### src/rtl/fifo_uart_tx.sv
// Pops words from the byte FIFO and serialises them as UART frames (start, LSB-first data, stop).
// Define UART_TX_PARITY_EN to insert an even-parity bit between the data bits and the stop bit.
module fifo_uart_tx #(
    parameter int DATA_WIDTH   = 8,
    parameter int CLKS_PER_BIT = 16
) (
    input  logic                  clk,
    input  logic                  rst,
    input  logic                  fifo_empty,
    input  logic [DATA_WIDTH-1:0] fifo_dout,
    output logic                  fifo_rd_en,
    output logic                  tx,
    output logic                  busy,
    output logic                  tx_done
);

    localparam int CW = (CLKS_PER_BIT > 1) ? $clog2(CLKS_PER_BIT) : 1;
    localparam int BW = (DATA_WIDTH > 1) ? $clog2(DATA_WIDTH) : 1;
    localparam logic [CW-1:0] BAUD_LAST = CW'(CLKS_PER_BIT - 1);
    localparam logic [BW-1:0] BIT_LAST  = BW'(DATA_WIDTH - 1);

`ifdef UART_TX_PARITY_EN
    typedef enum logic [2:0] {IDLE, FETCH, START, DATA, PARITY, STOP} state_t;
`else
    typedef enum logic [2:0] {IDLE, FETCH, START, DATA, STOP} state_t;
`endif

    state_t                  state, state_n;
    logic [CW-1:0]           baud, baud_n;
    logic [BW-1:0]           bitc, bitc_n;
    logic [DATA_WIDTH-1:0]   shift, shift_n;
    logic                    rd_dly;
    logic                    baud_end;
    logic                    tx_n, busy_n, rd_n, done_n;
`ifdef UART_TX_PARITY_EN
    logic                    par, par_n;
`endif

    always_comb begin
        state_n  = state;
        baud_n   = baud;
        bitc_n   = bitc;
        shift_n  = shift;
        rd_n     = 1'b0;
        baud_end = (baud == BAUD_LAST);
`ifdef UART_TX_PARITY_EN
        par_n    = par;
`endif
        case (state)
            IDLE: begin
                baud_n = '0;
                bitc_n = '0;
                if (!fifo_empty) begin
                    rd_n    = 1'b1;
                    state_n = FETCH;
                end
            end
            FETCH: begin
                state_n = START;
            end
            START: begin
                // The pop is registered, so the word arrives during the first start-bit
                // cycle; CLKS_PER_BIT >= 2 guarantees it is latched before bit 0 goes out.
                if (rd_dly) begin
                    shift_n = fifo_dout;
`ifdef UART_TX_PARITY_EN
                    par_n   = ^fifo_dout;
`endif
                end
                if (baud_end) begin
                    baud_n  = '0;
                    state_n = DATA;
                end else begin
                    baud_n = baud + 1'b1;
                end
            end
            DATA: begin
                if (baud_end) begin
                    baud_n  = '0;
                    shift_n = shift >> 1;
                    if (bitc == BIT_LAST) begin
                        bitc_n  = '0;
`ifdef UART_TX_PARITY_EN
                        state_n = PARITY;
`else
                        state_n = STOP;
`endif
                    end else begin
                        bitc_n = bitc + 1'b1;
                    end
                end else begin
                    baud_n = baud + 1'b1;
                end
            end
`ifdef UART_TX_PARITY_EN
            PARITY: begin
                if (baud_end) begin
                    baud_n  = '0;
                    state_n = STOP;
                end else begin
                    baud_n = baud + 1'b1;
                end
            end
`endif
            STOP: begin
                if (baud_end) begin
                    baud_n  = '0;
                    state_n = IDLE;
                end else begin
                    baud_n = baud + 1'b1;
                end
            end
            default: state_n = IDLE;
        endcase

        // Outputs are decoded from the next state so the flops line up with the state.
        case (state_n)
            START:   tx_n = 1'b0;
            DATA:    tx_n = shift_n[0];
`ifdef UART_TX_PARITY_EN
            PARITY:  tx_n = par_n;
`endif
            default: tx_n = 1'b1;
        endcase
        busy_n = (state_n != IDLE);
        done_n = (state_n == STOP) && (baud_n == BAUD_LAST);
    end

    always_ff @(posedge clk or posedge rst) begin
        if (rst) begin
            state      <= IDLE;
            baud       <= '0;
            bitc       <= '0;
            shift      <= '0;
            rd_dly     <= 1'b0;
            fifo_rd_en <= 1'b0;
            tx         <= 1'b1;
            busy       <= 1'b0;
            tx_done    <= 1'b0;
`ifdef UART_TX_PARITY_EN
            par        <= 1'b0;
`endif
        end else begin
            state      <= state_n;
            baud       <= baud_n;
            bitc       <= bitc_n;
            shift      <= shift_n;
            rd_dly     <= fifo_rd_en;
            fifo_rd_en <= rd_n;
            tx         <= tx_n;
            busy       <= busy_n;
            tx_done    <= done_n;
`ifdef UART_TX_PARITY_EN
            par        <= par_n;
`endif
        end
    end

endmodule

### config.mk
export PLATFORM = sky130hd
export DESIGN_NAME = fifo_uart_tx
export DESIGN_NICKNAME = d
export VERILOG_FILES = /design/src/rtl/fifo_uart_tx.sv
export SDC_FILE = /design/constraint.sdc
export NUM_CORES = 1
export LEC_CHECK = 0
export CAP_MARGIN = 0
export CORE_MARGIN = 2
export CORE_UTILIZATION = 48
export CTS_BUF_LIST = sky130_fd_sc_hd__clkbuf_16
export CTS_CLUSTER_SIZE = 25
export DETAILED_ROUTE_END_ITERATION = 6
export HOLD_SLACK_MARGIN = 0.02
export PLACE_DENSITY = 0.73
export SYNTH_ARGS = -nofsm -noshare
export SYNTH_HDL_FRONTEND = slang
export SYNTH_SLANG_ARGS = --single-unit
### constraint.sdc
create_clock -name clk -period 2 [get_ports clk]
set_clock_uncertainty 0.15 [all_clocks]
set_input_delay 0.4 -clock clk [delete_from_list [all_inputs] [get_ports clk]]
set_output_delay 0.4 -clock clk [all_outputs]
set_load 0.1 [all_outputs]
### Word level (Yosys, flattened, before mapping)

Cells that the tools add are included.

| word-level totals | value |
|---|---|
| flip-flop bits (word level) | 23 |
| input port bits | 11 |
| output and inout bits | 4 |
| logic and storage cells | 49 |

| cells by class | value |
|---|---|
| add/subtract/negate cells | 2 |
| equality and inequality tests | 12 |
| multiplexer cells | 17 |
| reduce and logical (&&, ||, !) cells | 8 |

Operators by type and width:

| operator | number |
|---|---|
| 3-bit two-way mux | 7 |
| 8-bit two-way mux | 2 |
| 8-bit case mux with 2 select lines | 1 |
| 3-bit case mux with 5 select lines | 1 |
| 3-bit by 2-bit equality test with 1-bit output (second input constant) | 4 |
| 3-bit equality test (second input constant) | 3 |
| 4-bit equality test (second input constant) | 2 |
| 4-bit case mux with 2 select lines | 1 |
| 3-bit case mux with 2 select lines | 1 |
| 4-bit by 1-bit adder with 4-bit output (second input constant) | 1 |
| 4-bit two-way mux | 1 |
| 2-bit inequality test (second input constant) | 2 |
| 2-bit nonzero test | 2 |
| 3-bit by 1-bit adder with 3-bit output (second input constant) | 1 |
| 3-bit by 1-bit equality test with 1-bit output (second input constant) | 1 |
| 3-bit logical NOT | 1 |
| 3-bit AND reduction | 1 |
| 3-bit nonzero test | 1 |
| 3-bit OR reduction | 1 |
| 1-bit two-way mux | 2 |
| 1-bit case mux with 2 select lines | 1 |
| 2-bit AND reduction | 1 |
| 1-bit logical AND | 1 |

### Longest topological paths before layout

| depth | value |
|---|---|
| word-level depth | 6 |
| depth in mapped cells | 7 |
| depth with buffers taken out | 6 |

### Least setup slack after synthesis

OpenSTA, ideal clock, no wires.

| path | value |
|---|---|
| path kind | reg2reg |
| start point | reg baud[0] |
| end point | reg busy |
| setup time | 131 ps |
| arrival time | 1634 ps |
| data required time | 1719 ps |
| path slack | 85 ps |
| stages on the path, launching flop included | 8 |
| path buffers | 1 |
| period minus slack after synthesis | 1915 ps |
| path through | dfrtp_1 -> ha_1 -> and3_4 -> buf_8 -> o21ai_0 -> o21ba_4 -> inv_2 -> or3_1 |

| on the way | value |
|---|---|
| cells in the longest elaborated chain, start to end | 4 |
| elaborated cells on any way between the ends | 6 |
| those cells by class | eq/ne: 1; mux: 4; reduce/logical: 1 |

RTL lines:

| element | line | RTL |
|---|---|---|
| start, declared | 29 | `logic [CW-1:0] baud, baud_n;` |
| start signal, assigned | 145 | `baud <= baud_n;` |
| 4-bit equality test (*) | 45 | `baud_end = (baud == BAUD_LAST);` |
| 3-bit two-way mux (on tied branches) | 106, 70, 78 |  |
| 3-bit case mux with 5 select lines (*) | 49 | `case (state)` |
| via state_n[0] | 28 | `state_t state, state_n;` |
| 3-bit nonzero test (*) | 125 | `busy_n = (state_n != IDLE);` |
| via busy_n | 34 | `logic tx_n, busy_n, rd_n, done_n;` |
| end signal, assigned | 151 | `busy <= busy_n;` |
| end, declared | 13 | `output logic busy,` |

The timed path passes the listed nets; every way through them passes the cells marked *.
A chain may end at the register's enable or synchronous reset.

### Worst setup path in the final report

| path | value |
|---|---|
| start point | reg baud[0] |
| end point | reg tx |

| on the way | value |
|---|---|
| cells in the longest elaborated chain, start to end | 5 |
| elaborated cells on any way between the ends | 10 |
| those cells by class | eq/ne: 3; mux: 7 |

RTL lines:

| element | line | RTL |
|---|---|---|
| 4-bit equality test (*) | 45 |  |
| 3-bit two-way mux (on tied branches) | 106, 70, 78 |  |
| 3-bit case mux with 5 select lines | 49 |  |
| 3-bit by 2-bit equality test with 1-bit output | 117 | `case (state_n)` |
| 1-bit case mux with 2 select lines (*) | 117 |  |
| via tx_n | 34 |  |
| end signal, assigned | 150 | `tx <= tx_n;` |
| end, declared | 12 | `output logic tx,` |

The timed path passes the listed nets; every way through them passes the cells marked *. The select of a mux whose other input is x is not followed.

==> reports/results.txt <==
Number of post-CTS setup repair buffers: 0
Detailed Routing Iterations Pass 1: 4
Met1 Resource Use GR: 0.2487
Vias: 965
Largest stage delay on the critical path: 0.42 ns
Mean area per synthesized cell: 10.31 um^2
Total power per unit cell area: 627.4 mW/mm^2
Seq/Total Area, Yosys: 0.4782
Per-cell routed wire length: 15.51 um
Share of Yosys cell area claimed by the top area cell type: 0.4564
All-layer global routing usage: 0.2095
Number of setup violations in the final report: 0
Status: complete, no violations
DRC violation count after routing: 0
Measured slew at the worst slew-check pin: 0.4101 ns
Wire length of the first global-routing pass: 4271 um
Count of nets after finishing: 151
Total half-perimeter wirelength after legalization and detailed placement: 1847 um
Width of the die: 54.13 um
Post-synthesis register bit count: 23
Total count of hold-check failures in the final report: 0
Number of nets still failing antenna checks after routing: 0
Distinct cell type count of the synthesized netlist: 41
Residual overflow from global routing: 0
Maximum level of the CTS H-tree: 1
Summed instance area of the synthesized netlist: 0.001206 mm^2
Worst path top cell family by delay: simple AND/OR/NAND/NOR gates
RSZ-0062 raised after global routing: false
Number of global-route vias before repair: 951
Most area-consuming cells after synthesis: dfrtp_1 46%, nand2_1 5.0%, a22oi_1 4.4%
Buffers from clock root to sink, at most: 2
Fraction of met2 tracks used by global routing: 0.3715
Number of standard cells after synthesis: 117
Buffers on Ports: 14
Signed area change from the synthesized netlist to the final layout: 27.28%
Cts bufs inserted: 3
Die span in y: 54.13 um
CTS tree: built
Clock input transition at the sequential cells of the worst setup and hold paths: 0.06 ns
Hold bufs inserted after CTS: 0
Aggregate negative setup slack: 0 ns
Final Max Tran Viols: 0
Placeable core area: 0.002432 mm^2
Die area: 0.002930 mm^2
Required time of the worst setup path: 2.01 ns
Post-cts repair resize count: 0
CTS Sinks: 23
Share of the clock period used by the worst path: 0.9823
Slew Limit Headroom: 0.7263
Worst hold-check path type: primary input to asynchronous set/reset pin
Crit Path Class: flip-flop to flip-flop
Highest net fanout along the worst path: 11
Share of cells above drive strength 1: 0.2059
Library cell used as clock root buffer: clkbuf_16
Yosys top cell by area: dfrtp_1
Diode count: 0
Reported leakage power: 0.6776 nW
Combined buffer and inverter count along the critical path: 0
Utilization of the core after routing: 0.6312
Final Routed Wirelength: 2574 um
Starting utilization of the core area: 0.4959
Worst-path cell with the longest stage delay: dfrtp_1
Critical Path AT: 1.97 ns
Peak Freq: 509.0 MHz
Clock latency reported for the late side of the worst-skew pair: 0.25 ns
Initial DRC count: 17
Post-route cell area: 0.001535 mm^2
Final period demand of the worst path: 1.965 ns
Initial antenna violation count: 0
Critical Path Sink Type: flip-flop
Placed Instance Area: 0.001449 mm^2
Global routing met3 resource utilization: 0.03333
Number of warnings reported in the yosys synthesis log: 0
Number of maximum-capacitance constraint violations: 0
Crit start category: flip-flop
Placement Rows: 18
Cells along the critical path: ha_2 -> and3_4 -> and3_2 -> mux2_2 -> o21ai_0
I/O pin count: 15
Most used routing layer: met2
Average via count per standard cell: 5.813
Largest net degree at the start of global routing: 18
Worst ir drop on vdd: 0.3877 mV
Gpl congestion: 0.7890
Post-synth net total: 131
-- worst reg2reg max path, stage by stage, from the launching register on --
cell and delay (ns):
dfrtp_1 0.42, ha_2 0.24, and3_4 0.27, and3_2 0.21, mux2_2 0.35, o21ai_0 0.23
-- Yosys cell counts --
master and instances:
dfrtp_1 22, nand2_1 16, a22oi_1 7, a21oi_1 5, buf_2 5, inv_1 5, nand3_1 4, nor2_1 4
o21ai_0 4, a22o_1 3, a32o_1 3, ha_1 3, mux2i_1 3, a211oi_1 2, and3_4 2, nand2b_1 2
nor4_1 2, or2_2 2, a21boi_0 1, a31oi_1 1, and2_1 1, and2b_2 1, and3_2 1, and3b_2 1
buf_4 1, buf_8 1, dfstp_2 1, inv_2 1, mux2_2 1, nand3b_1 1, nand4b_1 1, nor2b_1 1
nor4bb_1 1, o2111a_1 1, o2111ai_1 1, o211a_1 1, o21ba_4 1, o31ai_1 1, o41ai_1 1, or3_1 1
or3b_1 1
-- stage by stage --
| stage | std cells | setup WS [ns] | hold slack [ns] | power [W] |
|---|---|---|---|---|
| final | 166 | 0.03530 | 0.2833 | 0.0009632 |
| after global routing | 166 | 0.004294 | 0.2979 | 0.0009995 |
| after CTS | 166 | 0.02365 | 0.2858 | 0.0009704 |
| after global placement | 162 | 0.1325 | 0.2690 | 0.0005462 |
| after floorplan | 117 | 0.08509 | 0.2512 | 0.0005117 |
| after detailed placement | 162 | 0.07046 | 0.2729 | 0.0005484 |
-- cell type report --
type	count	area (um^2)
timing repair buffer	22	252.7
clock buffer	3	75.07
fill	199	897.1
tap	30	37.54
clock inverter	1	3.754
sequential	23	576.8
inverter	6	22.52
multi-input combinational	81	566.8
-- layout by cell type, fill, tap and decap left out, types with 2 or more instances in the layout --
cell type	synthesis	final
nand2_1	16	16
clkdlybuf4s50_1	0	10
clkbuf_16	0	3
a22o_1	3	3
nand3_1	4	4
a22oi_1	7	7
or2_2	2	2
mux2i_1	3	3
buf_12	0	5
a32o_1	3	3
inv_1	5	6
nand2b_1	2	2
ha_1	3	2
o21ai_0	4	4
and3_4	2	2
dfrtp_1	22	22
a21oi_1	5	5
nor4_1	2	2
buf_4	1	7
nor2_1	4	4
-- where the power goes --
group / switching [W] / internal, W
Clock: 0.000157 / 0.000267
Combinational: 0.0000287 / 0.0000304
Sequential: 0.00000505 / 0.000476
-- layer usage --
layer | up-vias | wire, um
li1 | 466 | -
met1 | 464 | 1116
met2 | 30 | 1283
met3 | 5 | 127
met4 | 0 | 46
met5 | - | 0
-- path summary, 6_finish.rpt --
check	startpoint	slack, ns	end	cells past startpoint
hold reg to reg	fifo_rd_en	0.28	rd_dly	0
min in group clk	fifo_rd_en	0.28	rd_dly	0
max in group asynchronous	rst	1.00	shift[7]	3
setup reg to reg	baud[0]	0.04	tx	5
hold / removal	rst	0.28	state[0]	2
setup / recovery	baud[0]	0.04	tx	5
-- registers in the layout, indices dropped and copies added, names as in the netlist --
register,count
shift,8
fifo_rd_en,1
tx,1
rd_dly,1
bitc,3
baud,4
state,3
busy,1
tx_done,1
-- cells by family after synthesis --
group                    share of synthesized area
AO/OA/AOI/OAI                               0.2033
adder cells (fa/ha/maj)                    0.03112
buffers and inverters                      0.05809
flip-flops                                  0.4782
multiplexers                               0.03423
AND/OR/NAND/NOR                             0.1950
No activity file was read; power rests on OpenSTA's default activity.
